==> src/rtl/sram_arb_pkg.sv <==
// sram_arb_pkg: shared definitions for the sram port arbiter.
//   arb_state_e : 2-bit FSM state encoding (IDLE, ISSUE, WAIT, RESP)
//   PORT_I/D    : port ids used for grants and last-grant tracking
//   FETCH_BEN   : byte enables forced for instruction fetches
package sram_arb_pkg;

    typedef enum logic [1:0] {
        StIdle  = 2'd0,
        StIssue = 2'd1,
        StWait  = 2'd2,
        StResp  = 2'd3
    } arb_state_e;

    localparam logic PORT_I = 1'b0;
    localparam logic PORT_D = 1'b1;

    localparam logic [3:0] FETCH_BEN = 4'hF;

endpackage

==> src/rtl/rr_arb2.sv <==
// rr_arb2: two-requester round-robin picker, purely combinational.
//   req[1:0]   : request vector, indexed by port id (PORT_I, PORT_D)
//   last_grant : port id that won the previous arbitration
//   grant      : winning port id; only meaningful when |req
module rr_arb2
    import sram_arb_pkg::*;
(
    input  logic [1:0] req,
    input  logic       last_grant,
    output logic       grant
);

    always_comb begin
        grant = PORT_I;
        if (req[PORT_I] && req[PORT_D]) begin
            // Tie: the port that did not win last time goes first.
            grant = ~last_grant;
        end else if (req[PORT_D]) begin
            grant = PORT_D;
        end
    end

endmodule

==> src/rtl/sram_port_arbiter.sv <==
// sram_port_arbiter: shares one single-ported sram between the fetch port
// (read-only) and the data port (read/write, byte-enabled). One request is
// served at a time: IDLE -> ISSUE -> WAIT (MEM_LAT cycles) -> RESP.
//   gclk, reset                      : clock, synchronous active-high reset
//   i_req/i_addr                     : fetch request, held until i_ack
//   i_rdata/i_ack/i_error            : fetch response (valid with i_ack)
//   d_req/d_addr/d_wdata/d_b_en/d_w_en : data request, held until d_ack
//   d_rdata/d_ack/d_error            : data response (valid with d_ack)
//   mem_addr/mem_wdata/mem_b_en/mem_w_en : sram command
//   mem_rdata/mem_stall/mem_error    : sram response
//   busy                             : high whenever not IDLE
module sram_port_arbiter
    import sram_arb_pkg::*;
#(
    parameter int unsigned ADDR_W  = 32,
    parameter int unsigned DATA_W  = 32,
    parameter int unsigned MEM_LAT = 2
) (
    input  logic              gclk,
    input  logic              reset,

    input  logic              i_req,
    input  logic [ADDR_W-1:0] i_addr,
    output logic [DATA_W-1:0] i_rdata,
    output logic              i_ack,
    output logic              i_error,

    input  logic              d_req,
    input  logic [ADDR_W-1:0] d_addr,
    input  logic [DATA_W-1:0] d_wdata,
    input  logic [3:0]        d_b_en,
    input  logic              d_w_en,
    output logic [DATA_W-1:0] d_rdata,
    output logic              d_ack,
    output logic              d_error,

    output logic [ADDR_W-1:0] mem_addr,
    output logic [DATA_W-1:0] mem_wdata,
    output logic [3:0]        mem_b_en,
    output logic              mem_w_en,
    input  logic [DATA_W-1:0] mem_rdata,
    input  logic              mem_stall,
    input  logic              mem_error,

    output logic              busy
);

    localparam logic [3:0] CNT_INIT = 4'(MEM_LAT - 1);

    arb_state_e state_q;
    logic       last_grant_q;
    logic       win_q;
    logic [3:0] cnt_q;
    logic       err_q;
    logic       grant;

    rr_arb2 u_rr_arb2 (
        .req        ({d_req, i_req}),
        .last_grant (last_grant_q),
        .grant      (grant)
    );

    assign busy = (state_q != StIdle);

    always_ff @(posedge gclk) begin
        if (reset) begin
            state_q      <= StIdle;
            last_grant_q <= PORT_D;
            win_q        <= PORT_I;
            cnt_q        <= '0;
            err_q        <= 1'b0;
            i_rdata      <= '0;
            i_ack        <= 1'b0;
            i_error      <= 1'b0;
            d_rdata      <= '0;
            d_ack        <= 1'b0;
            d_error      <= 1'b0;
            mem_addr     <= '0;
            mem_wdata    <= '0;
            mem_b_en     <= '0;
            mem_w_en     <= 1'b0;
        end else begin
            // Acks and errors are single-cycle pulses raised only on entry to RESP.
            i_ack   <= 1'b0;
            d_ack   <= 1'b0;
            i_error <= 1'b0;
            d_error <= 1'b0;

            unique case (state_q)
                StIdle: begin
                    err_q <= 1'b0;
                    if (i_req || d_req) begin
                        win_q        <= grant;
                        last_grant_q <= grant;
                        state_q      <= StIssue;
                        // The mem_* registers double as the request latch.
                        if (grant == PORT_I) begin
                            mem_addr  <= i_addr;
                            mem_wdata <= '0;
                            mem_b_en  <= FETCH_BEN;
                            mem_w_en  <= 1'b0;
                        end else begin
                            mem_addr  <= d_addr;
                            mem_wdata <= d_wdata;
                            mem_b_en  <= d_b_en;
                            mem_w_en  <= d_w_en;
                        end
                    end
                end

                StIssue: begin
                    if (mem_error) begin
                        err_q <= 1'b1;
                    end
                    if (!mem_stall) begin
                        // Drop the write strobe so the write lands exactly once.
                        mem_w_en <= 1'b0;
                        cnt_q    <= CNT_INIT;
                        state_q  <= StWait;
                    end
                end

                StWait: begin
                    if (mem_error) begin
                        err_q <= 1'b1;
                    end
                    if (cnt_q == 4'd0) begin
                        mem_b_en <= '0;
                        state_q  <= StResp;
                        // Fold in this cycle's mem_error so a late error is not missed.
                        if (win_q == PORT_I) begin
                            i_rdata <= mem_rdata;
                            i_ack   <= 1'b1;
                            i_error <= err_q | mem_error;
                        end else begin
                            d_rdata <= mem_rdata;
                            d_ack   <= 1'b1;
                            d_error <= err_q | mem_error;
                        end
                    end else begin
                        cnt_q <= cnt_q - 4'd1;
                    end
                end

                StResp: begin
                    state_q <= StIdle;
                end

                default: begin
                    state_q <= StIdle;
                end
            endcase
        end
    end

endmodule

==> config.mk <==
export PLATFORM = sky130hd
export DESIGN_NAME = sram_port_arbiter
export DESIGN_NICKNAME = d
export VERILOG_FILES = /design/src/rtl/sram_arb_pkg.sv /design/src/rtl/rr_arb2.sv /design/src/rtl/sram_port_arbiter.sv
export SDC_FILE = /design/constraint.sdc
export NUM_CORES = 1
export LEC_CHECK = 0
export BUFFER_PORTS_ARGS = -buffer_cell sky130_fd_sc_hd__buf_2
export CORE_ASPECT_RATIO = 2
export CORE_MARGIN = 2
export CORE_UTILIZATION = 46
export DETAILED_ROUTE_END_ITERATION = 6
export PLACE_DENSITY = 0.76
export SLEW_MARGIN = 15
export SYNTH_ARGS = -nofsm -noshare
export SYNTH_HDL_FRONTEND = slang
export SYNTH_SLANG_ARGS = --single-unit
==> constraint.sdc <==
create_clock -name gclk -period 2.65 [get_ports gclk]
set_clock_uncertainty 0.2 [all_clocks]
set_input_delay 0.1325 -clock gclk [delete_from_list [all_inputs] [get_ports gclk]]
set_output_delay 0.1325 -clock gclk [all_outputs]
set_load 0.01 [all_outputs]
-- After elaboration in Yosys (flattened, before gate mapping)
Index checks and enable logic that the tools add are counted.
- register bits after elaboration: 146
- latch bits: 0
- memory bits (writable): 0
- memory bits (read-only): 0
- input bits: 139
- output and inout bits: 138
- logic and storage cells: 73
- memories: 0
- add/subtract/negate cells: 1
- multiply operators: 0
- div/mod/pow operators: 0
- magnitude comparators: 0
- equal/unequal tests: 8
- shift operators: 0
- multiplexer cells: 23
- bitwise gates (word level): 5
- reduce and logical (&&, ||, !) cells: 21
- operator list (operator ; number):
    32-bit 2-to-1 mux ; 2
    4-bit 2-to-1 mux ; 5
    3-bit AND reduction ; 6
    4-bit one-hot mux with 2 select lines ; 2
    2-bit nonzero test ; 5
    1-bit 2-to-1 mux ; 8
    2-bit inequality test, second input constant ; 4
    2-bit one-hot mux with 4 select lines ; 1
    4-bit OR reduction ; 2
    2-bit 2-to-1 mux ; 3
    2-bit equality test, second input constant ; 2
    4-bit logical NOT ; 1
    1-bit NOT ; 4
    1-bit one-hot mux with 2 select lines ; 2
    2-bit AND reduction ; 2
    4-bit by 1-bit subtractor with 4-bit output, second input constant ; 1
    3-bit OR reduction ; 1
    2-bit by 1-bit equality test with 1-bit output, second input constant ; 1
    2-bit logical NOT ; 1
    2-bit by 1-bit inequality test with 1-bit output, second input constant ; 1
    2-bit OR reduction ; 1
    1-bit logical AND ; 1
    1-bit logical OR ; 1
    1-bit bitwise OR ; 1

-- Longest topological paths before layout
Gate-level depths: netlist of the first run.
- word-level depth: 5
- gate-level depth with buffers: 8

-- Cells and area by module
A second synthesis of the first run with hierarchy kept.
- cell total of the unflattened synthesis: 678
- area, all modules: 5815.6 um^2
- by module, submodules not included (module ; instances ; cells each ; area each (um^2) ; sequential area each (um^2)):
    sram_port_arbiter ; 1 ; 677 ; 5804.3 ; 2922.8
    rr_arb2 ; 1 ; 1 ; 11.3 ; 0.0

-- Worst setup path after synthesis of the first run
Ideal clock, no wire load.
- path type: register to register
- start: register cnt_q[0]
- end: register state_q[1]
- arrival time: 1.615 ns
- path slack: 0.708 ns
- stages on the path, launching flop included: 8
- clock period less this slack: 1.942 ns
- cells stage by stage: dfxtp_1 > inv_1 > ha_1 > or3b_1 > buf_2 > a222oi_1 > mux2i_1 > nor2_1
- longest elaborated chain between the ends: 3
- ends and longest elaborated chain (what ; RTL line ; RTL):
    from (decl) ; sram_port_arbiter.sv:53 ; logic [3:0] cnt_q;
    from (signal assigned) ; sram_port_arbiter.sv:141 ; cnt_q <= cnt_q - 4'd1;
    4-bit logical NOT ; sram_port_arbiter.sv:127 ; if (cnt_q == 4'd0) begin
    2-bit inequality test (no line) ; n/a ;
    3-bit AND reduction (no line) ; n/a ;
    to (signal assigned) ; sram_port_arbiter.sv:129 ; state_q <= StResp;
    to (signal assigned) ; sram_port_arbiter.sv:146 ; state_q <= StIdle;
    to (signal assigned) ; sram_port_arbiter.sv:150 ; state_q <= StIdle;
    to (decl) ; sram_port_arbiter.sv:50 ; arb_state_e state_q;
No other way between the ends.
A chain may end at the register's enable or synchronous reset.

-- Worst setup path after layout of the first run
- start: register state_q[0]
- end: register mem_w_en
- longest elaborated chain between the ends: 3
- elaborated cells on any way between the ends: 7
- classes of those cells: eq/ne (3); mux (1); reduce/logical (3)
- ends and longest elaborated chain (what ; RTL line ; RTL):
    from (signal assigned) ; sram_port_arbiter.sv:67 ; state_q <= StIdle;
    from (signal assigned) ; sram_port_arbiter.sv:95 ; state_q <= StIssue;
    from (signal assigned) ; sram_port_arbiter.sv:119 ; state_q <= StWait;
    2-bit by 1-bit equality test with 1-bit output or 2-bit logical NOT (tied branches) ; sram_port_arbiter.sv:89 ; unique case (state_q)
    2-bit inequality test (no line) or 2-bit nonzero test (tied branches) ; n/a ;
    3-bit AND reduction (no line) ; n/a ;
    to (signal assigned) ; sram_port_arbiter.sv:106 ; mem_w_en <= d_w_en;
    to (decl) ; sram_port_arbiter.sv:40 ; output logic mem_w_en,
Several ways; a longest one is shown, not always the timed one.

==> impl_metrics.json, run 1 <==
{
  "ys_top_cells_by_area": "dfxtp_1 (53%), nand2_1 (8.3%), mux2i_1 (6.1%), a21oi_1 (5.9%), nor2_1 (5.1%)",
  "synth_top_family_by_area": "compound AO/OA/AOI/OAI gates",
  "cp.required_ns": 2.71,
  "path_buf_inv": 3,
  "portBuffers": 276,
  "routabilityCongestion": 0.761,
  "rows": 56,
  "synth_top_area_cell": "dfxtp_1",
  "power_leakage_nw": 4.08,
  "clockBufferDepth": 2,
  "crit_path_start_kind": "register",
  "hold_viol_final": 0,
  "route.detailed.drc": 0,
  "worst_pin_slew_ns": 1.14,
  "finalSetupTns_ns": 0,
  "use_met3": 0.0788,
  "timing.rr.end": "mem_w_en",
  "finalSetupViolations": 0,
  "clk_pin_slew_ns": 0.06,
  "synth_top_area_frac": 0.527,
  "grt_pass1_wl_um": 29400,
  "power_density_nw_per_um2": 845,
  "drive_gt1_frac": 0.330,
  "crit_top_cell": "inv_1",
  "ys_seq_elements": 146,
  "critical_path_class": "register to register",
  "synth_edf_count": 0,
  "grtUsageMet2": 0.523,
  "slew_viol_final": 0,
  "timing.fmax_ghz": 0.420,
  "end_kind": "register",
  "tritoncts": "built",
  "slowest_stage": "dlygate4sd3_1",
  "ys_types": 40,
  "synthAdderAreaFrac": 0.0113,
  "min_to": "d_ack",
  "multi_input_area_um2": 2390,
  "ios": 277,
  "path_cells": "inv_1 -> ha_1 -> inv_1 -> o311ai_1 -> mux2i_1 -> dlygate4sd3_1 -> nor2_1",
  "crit_arrival_ns": 2.44,
  "die_w_um": 81.7,
  "dr.pass1.iters": 7,
  "drt_iter0_drc": 282,
  "rsz0062_at_grt": "false",
  "dp_hpwl_um": 10500,
  "grt_busiest_layer": "met2",
  "synth_compound_area_frac": 0.186,
  "wl_um": 18700,
  "r2r_setup_slack_ns": 0.27,
  "via_per_inst": 5.16,
  "yosys.cell_count.top_type": "dfxtp_1",
  "timing.slew.headroom": 0.241,
  "switchingPower_mw": 2.69,
  "slowest_delay_ns": 0.56,
  "die_y_um": 159,
  "p_clk_frac": 0.292,
  "hold_depth": 2,
  "synth_common_cells": "dfxtp_1 (146), nand2_1 (122), nor2_1 (75)",
  "pwr-share-seq": 0.369,
  "via_count": 6076,
  "synth.net_count": 768,
  "path_delay_family": "buffers and inverters",
  "swShare": 0.355,
  "fin_hold_ws_ns": 0.168,
  "synth_ff_type": "dfxtp_1",
  "cts_root_buf": "clkbuf_16",
  "antenna_found_initial": 0,
  "nets": 1163,
  "synthSimpleGateAreaFrac": 0.168,
  "outcome": "completed",
  "grtUsageMet1": 0.286,
  "num_antenna_cells": 0,
  "avgSynthCellArea_um2": 8.89,
  "r2r-start": "state_q[0]",
  "max_cap_viol_count": 0,
  "seqCellArea_um2": 2920,
  "grt_max_degree": 94,
  "fill_cells": 814,
  "htree_levels": 4,
  "path_max_fanout": 7,
  "holdCritStartpoint": "reset",
  "hold_class": "primary input to register",
  "wl_per_cell_um": 15.9,
  "core-area_um2": 11800,
  "seq_area_frac_synth": 0.527,
  "power_frac_comb": 0.338,
  "area_growth_pct": 61.7,
  "ant_nets": 0,
  "numClockSinks": 146,
  "yosys_warnings": 0,
  "rr_worst_depth": 7,
  "netlist_instances": 624,
  "die-area_um2": 13000,
  "muxShareOfSynthArea": 0.0613,
  "grt_overflow_total": 0,
  "ir_drop_v": 0.000571,
  "cts_made_buffers": 17,
  "final.min_clock_period_ns": 2.38,
  "synthArstFlopShare": 0,
  "start_util": 0.472,
  "internal_power_mw": 4.90,
  "finalCritPeriodShare": 0.899,
  "synth_xor_area_frac": 0,
  "syn_area_um2": 5550,
  "grt_pass1_vias": 6240,
  "grtUsageTotal": 0.289,
  "worst_skew_pair.late_latency_ns": 0.41
}
==> routing by layer <==
layer	share of wire	vias up
met4	0.048	0
li1	-	2933
met2	0.54	268
met1	0.35	2804
met5	0	-
met3	0.067	71
==> worst register-to-register path, delay by kind of cell (launching register included) <==
| kind | cells | cell delay, ns |
|---|---|---|
| AOI/OAI and AO/OA | 1 | 0.36 |
| buffers and inverters | 3 | 0.82 |
| DFF | 1 | 0.33 |
| muxes | 1 | 0.21 |
| and+or+nand+nor | 1 | 0.04 |
| adders and majority gates | 1 | 0.28 |
==> kinds of logic after synthesis <==
group | count (synthesis)
adders and majority gates | 5
AOI/OAI and AO/OA | 158
and+or+nand+nor | 225
DFF | 146
buffers and inverters | 56
muxes | 34
==> registers in the layout (all words and copies together), names as in the netlist, 2 cells and up <==
register,count
cnt_q,4
mem_addr,32
i_rdata,32
mem_wdata,32
state_q,2
d_rdata,32
mem_b_en,4
==> stage by stage <==
step           power (mW)  worst slack, ns  area, µm²   util  std cells
2_1_floorplan        4.30            0.708       5550      -        624
5_1_grt              8.01            0.130       8970  0.762       1177
3_3_place_gp         5.05            0.596       7020  0.597       1005
4_1_cts              7.55            0.270       8970  0.762       1177
6_report             7.58            0.268       8970  0.762       1177
3_5_place_dp         5.10            0.541       7020  0.597       1005
==> power by group through the flow <==
stage,Clock [mW],Sequential (mW),Combinational [mW]
floorplan,0,2.99,1.31
global placement,0,2.81,2.24
detailed placement,0,2.83,2.27
CTS,2.27,2.78,2.49
global route,2.36,2.84,2.81
finish,2.22,2.80,2.57
==> area by class of cell <==
class	count	area share
inverters	7	0.00293
flip-flops and latches	146	0.326
repair buffers	425	0.323
clock inverters	14	0.0135
well taps	145	0.0202
multi-input cells	422	0.266
clock buffers	18	0.0478
==> layout by cell type (no fill, tap or decap), types with 2 or more instances in the layout <==
cell,instances
a211oi_1,33
a21oi_1,65
a21oi_2,10
a22oi_1,32
buf_12,4
buf_2,275
buf_4,6
clkbuf_16,17
clkinv_4,2
clkinvlp_4,4
dfxtp_1,146
dlygate4sd3_1,140
ha_1,5
inv_1,7
inv_6,4
inv_8,3
mux2i_1,34
nand2_1,122
nand2_2,10
nand3_1,3
nor2_1,75
o21ai_0,2
o21ai_1,3
o2bb2ai_1,4
or3_1,2
or4_1,2
==> repair_timing <==
item / 4_1_cts / 5_1_grt
hold buffers: 140 / 0
setup buffers: 0 / 0
endpoints found under the hold margin: 139 / 0
resized for setup: 0 / 0
==> worst max-delay path by stage <==
| stage | start | to | cells past startpoint |
|---|---|---|---|
| floorplan | cnt_q[0] | state_q[1] | 7 |
| detailed placement | cnt_q[0] | state_q[1] | 6 |
| CTS | state_q[0] | mem_w_en | 7 |
| finish | state_q[0] | mem_w_en | 7 |
| global route | state_q[0] | mem_w_en | 7 |
| global placement | cnt_q[0] | state_q[1] | 6 |
Note: power is estimated with default switching activity, not from simulation.
==> run 2, diff against run 1 <==
--- a/config.mk
+++ b/config.mk
@@ -11,6 +11,7 @@
 export CORE_UTILIZATION = 46
 export DETAILED_ROUTE_END_ITERATION = 6
 export PLACE_DENSITY = 0.76
+export RECOVER_POWER = 25
 export SLEW_MARGIN = 15
 export SYNTH_ARGS = -nofsm -noshare
 export SYNTH_HDL_FRONTEND = slang
==> impl_metrics.json, run 2 (synthesized netlist as in run 1, its figures left out) <==
{
  "routabilityCongestion": 0.761,
  "finalSetupViolations": 0,
  "cp.required_ns": 2.71,
  "drive_gt1_frac": 0.262,
  "ant_nets": 0,
  "cts_root_buf": "clkbuf_16",
  "setup_ws_ns": 0.265,
  "dpl_cell_area_um2": 7020,
  "worst_pin_slew_ns": 1.15,
  "fin_cells": 1177,
  "start_util": 0.472,
  "grt_pass1_wl_um": 29400,
  "timing.slew.headroom": 0.234,
  "num_antenna_cells": 0,
  "via_count": 6100,
  "via_per_inst": 5.18,
  "portBuffers": 276,
  "wl_um": 18700,
  "max_cap_viol_count": 0,
  "grt_pass1_vias": 6240,
  "dp_hpwl_um": 10500,
  "hold_class": "primary input to register",
  "antenna_found_initial": 0,
  "rows": 56,
  "final.min_clock_period_ns": 2.38,
  "ios": 277,
  "finalCritPeriodShare": 0.900,
  "htree_levels": 4,
  "grt_max_degree": 94,
  "fill_cells": 864,
  "dp_slack_ns": 0.541,
  "die_y_um": 159,
  "r2r_setup_slack_ns": 0.27,
  "die-area_um2": 13000,
  "finalSetupTns_ns": 0,
  "die_w_um": 81.7,
  "slew_viol_final": 0,
  "finalInstanceArea_um2": 8890,
  "dp_cells": 1005,
  "cts_setup_buffers": 0,
  "grtUsageTotal": 0.289,
  "rsz0062_at_grt": "false",
  "power_density_nw_per_um2": 850,
  "timing.fmax_ghz": 0.419,
  "end_kind": "register",
  "clk_pin_slew_ns": 0.07,
  "crit_path_start_kind": "register",
  "grt_overflow_total": 0,
  "numClockSinks": 146,
  "final_common_cell": "buf_2",
  "drt_iter0_drc": 298,
  "core-area_um2": 11800,
  "wl_per_cell_um": 15.9,
  "nets": 1163,
  "cts_made_buffers": 17,
  "outcome": "completed",
  "clockBufferDepth": 2,
  "tritoncts": "built",
  "area_growth_pct": 60.1,
  "crit_arrival_ns": 2.45,
  "path_max_fanout": 7,
  "mostFrequentLayoutCells": "buf_2 (204), dfxtp_1 (146), dlygate4sd3_1 (140)",
  "utilization": 0.755,
  "hold_viol_final": 0,
  "power_leakage_nw": 3.78,
  "route.detailed.drc": 0,
  "worst_skew_pair.late_latency_ns": 0.41,
  "critical_path_class": "register to register",
  "ir_drop_v": 0.000570,
  "dr.pass1.iters": 4
}
## run 2: cell types whose count changed in the layout (fill, tap and decap cells not counted)
cell,before,now
clkbuf_1,1,72
buf_2,275,204
## run 2: layer usage
layer  wire length (µm)  share of wire  track usage  vias up
li1                   -              -            -     2933
met1               6660           0.36        0.286     2832
met2               9980           0.53        0.523      262
met3               1200          0.064       0.0788       73
met4                904          0.048        0.152        0
met5                  0              0            0        -
## run 2: final cells by class
class / count / area (µm²) / share of cell area
timing repair buffer: 425 / 2810 / 0.317
multi-input combinational: 422 / 2390 / 0.269
inverter: 7 / 26.3 / 0.00296
sequential: 146 / 2920 / 0.329
clock buffer: 18 / 429 / 0.0483
clock inverter: 14 / 121 / 0.0137
tap: 145 / 181 / 0.0204
## run 2: where the power goes
part | internal [mW] | switching [mW]
clock network | 1.23 | 0.992
registers | 2.59 | 0.217
logic | 1.03 | 1.49
## run 2: through the flow
stage / hold WS [ns] / total power, mW
finish: 0.175 / 7.55
global placement: 0.165 / 5.05
CTS: 0.151 / 7.55
global route: 0.197 / 7.97
detailed placement: 0.178 / 5.10
floorplan: 0.0594 / 4.30
## run 2: path summary, 6_finish.rpt
| path | cells after the start | end | start |
|---|---|---|---|
| worst min-delay path | 2 | mem_wdata[5] | reset |
| worst max register to register | 7 | mem_w_en | state_q[0] |
| worst max-delay path | 7 | mem_w_en | state_q[0] |
| worst min register to register | 2 | i_rdata[22] | i_rdata[22] |
## run 2: critical path: stages (launching register included)
cell and delay, ns:
dfxtp_1 0.33, inv_1 0.08, ha_1 0.28, inv_1 0.18, o311ai_1 0.36, mux2i_1 0.21, dlygate4sd3_1 0.56, nor2_1 0.04
## run 2: what timing repair did
action | in CTS | in global routing
hold buffers | 140 | 0
endpoints found under the hold margin | 139 | 0
resized for setup | 0 | 0
setup endpoints to repair | 0 | 0
==> run 3, diff against run 2 <==
--- a/config.mk
+++ b/config.mk
@@ -6,7 +6,7 @@
 export NUM_CORES = 1
 export LEC_CHECK = 0
 export BUFFER_PORTS_ARGS = -buffer_cell sky130_fd_sc_hd__buf_2
-export CORE_ASPECT_RATIO = 2
+export CORE_ASPECT_RATIO = 0.8
 export CORE_MARGIN = 2
 export CORE_UTILIZATION = 46
 export DETAILED_ROUTE_END_ITERATION = 6
==> impl_metrics.json, run 3 (synthesized netlist as in run 1, its figures left out) <==
{
  "route.detailed.drc": 0,
  "power_leakage_nw": 3.84,
  "crit_path_start_kind": "register",
  "grt_overflow_total": 0,
  "cts_made_buffers": 17,
  "grtUsageMet1": 0.320,
  "nets": 1165,
  "final.min_clock_period_ns": 2.46,
  "path_cells": "a21boi_4 -> buf_4 -> mux2i_1 -> dlygate4sd3_1 -> a211oi_1",
  "finalSetupTns_ns": 0,
  "pwr-share-seq": 0.356,
  "worst_pin_slew_ns": 0.825,
  "grt_busiest_layer": "met2",
  "mostFrequentLayoutCells": "buf_2 (204), dfxtp_1 (146), dlygate4sd3_1 (139)",
  "rsz0062_at_grt": "false",
  "die_w_um": 127,
  "path_buf_inv": 2,
  "portBuffers": 276,
  "hold_class": "primary input to register",
  "final_common_cell": "buf_2",
  "area_growth_pct": 61.2,
  "crit_arrival_ns": 2.55,
  "path_max_fanout": 33,
  "numClockSinks": 146,
  "timing.slew.headroom": 0.450,
  "finalInstanceArea_um2": 8950,
  "end_kind": "register",
  "worst_skew_pair.late_latency_ns": 0.40,
  "dpl_cell_area_um2": 7010,
  "htree_levels": 4,
  "start_util": 0.476,
  "drt_iter0_drc": 327,
  "slowest_delay_ns": 0.61,
  "use_met3": 0.0723,
  "dr.pass1.iters": 5,
  "grt_max_degree": 78,
  "internal_power_mw": 5.23,
  "outcome": "completed",
  "path_delay_family": "buffers and inverters",
  "ios": 277,
  "rows": 35,
  "ant_nets": 0,
  "clockBufferDepth": 2,
  "hold_viol_final": 0,
  "via_per_inst": 5.24,
  "wl_um": 19700,
  "tritoncts": "built",
  "die_y_um": 102,
  "ir_drop_v": 0.000514,
  "critical_path_class": "register to register",
  "power_frac_comb": 0.320,
  "switchingPower_mw": 2.68,
  "max_cap_viol_count": 0,
  "finalSetupViolations": 0,
  "fill_cells": 794,
  "swShare": 0.339,
  "power_density_nw_per_um2": 883,
  "dp_cells": 1011,
  "cp.required_ns": 2.74,
  "clk_pin_slew_ns": 0.06,
  "fin_cells": 1182,
  "dp_hpwl_um": 10300,
  "grt_pass1_wl_um": 30400,
  "p_clk_frac": 0.324,
  "grt_pass1_vias": 6269,
  "slew_viol_final": 0,
  "via_count": 6192,
  "routabilityCongestion": 0.777,
  "core-area_um2": 11600,
  "slowest_stage": "dlygate4sd3_1",
  "cts_root_buf": "clkbuf_16",
  "drive_gt1_frac": 0.264,
  "timing.fmax_ghz": 0.407,
  "finalCritPeriodShare": 0.928,
  "die-area_um2": 13000,
  "power_mw": 7.90,
  "wl_per_cell_um": 16.7,
  "grtUsageMet2": 0.545,
  "fin_hold_ws_ns": 0.0994,
  "antenna_found_initial": 0,
  "grtUsageTotal": 0.295
}
## run 3: cell count changes in the layout (fill, tap and decap cells not counted), sizes merged, moves of 3 or more
cell,before,now
inv,14,10
buf,214,217
clkinvlp,4,1
bufinv,0,4
## run 3: worst paths after layout
check	from	to	slack, ns	cells past startpoint
worst max-delay path	last_grant_q	mem_addr[18]	0.19	5
worst min-delay path	reset	state_q[1]	0.1	2
worst max register to register	last_grant_q	mem_addr[18]	0.19	5
worst min register to register	d_rdata[0]	d_rdata[0]	0.25	2
## run 3: worst reg2reg max path: stages (launching register included)
cell	delay, ns
dfxtp_1	0.35
a21boi_4	0.14
buf_4	0.48
mux2i_1	0.23
dlygate4sd3_1	0.61
a211oi_1	0.33
## run 3: cell type report
| cell class | count | area (µm²) | area share |
|---|---|---|---|
| Clock inverter | 12 | 178 | 0.0199 |
| Inverter | 7 | 26.3 | 0.00294 |
| Tap cell | 148 | 185 | 0.0207 |
| Timing Repair Buffer | 427 | 2790 | 0.312 |
| Antenna cell | 1 | 2.50 | 0.000280 |
| Multi-Input combinational cell | 422 | 2390 | 0.267 |
| Sequential cell | 146 | 2920 | 0.327 |
| Clock buffer | 19 | 453 | 0.0506 |
## run 3: per-stage QoR
stage               setup WS, ns  utilization
global placement           0.530        0.602
detailed placement         0.443        0.602
finish                     0.191        0.768
global route               0.107        0.768
floorplan                  0.708            -
CTS                        0.368        0.776
## run 3: metal layers
metal  vias up  wire length, µm
met3        58             1300
met4         0              682
li1       2939                -
met1      2886             7690
met2       309            10000
met5         -                0
## run 3: power groups by stage
stage,clock network [mW],logic [mW],registers (mW)
finish,2.56,2.53,2.82
global route,2.69,2.75,2.85
CTS,2.59,2.45,2.78
detailed placement,0,2.24,2.82
global placement,0,2.20,2.82
floorplan,0,1.31,2.99
## run 3: what timing repair did
action	4_1_cts	5_1_grt
setup buffers	0	0
hold buffers	139	0
endpoints found under the hold margin	139	0
resized for setup	0	0
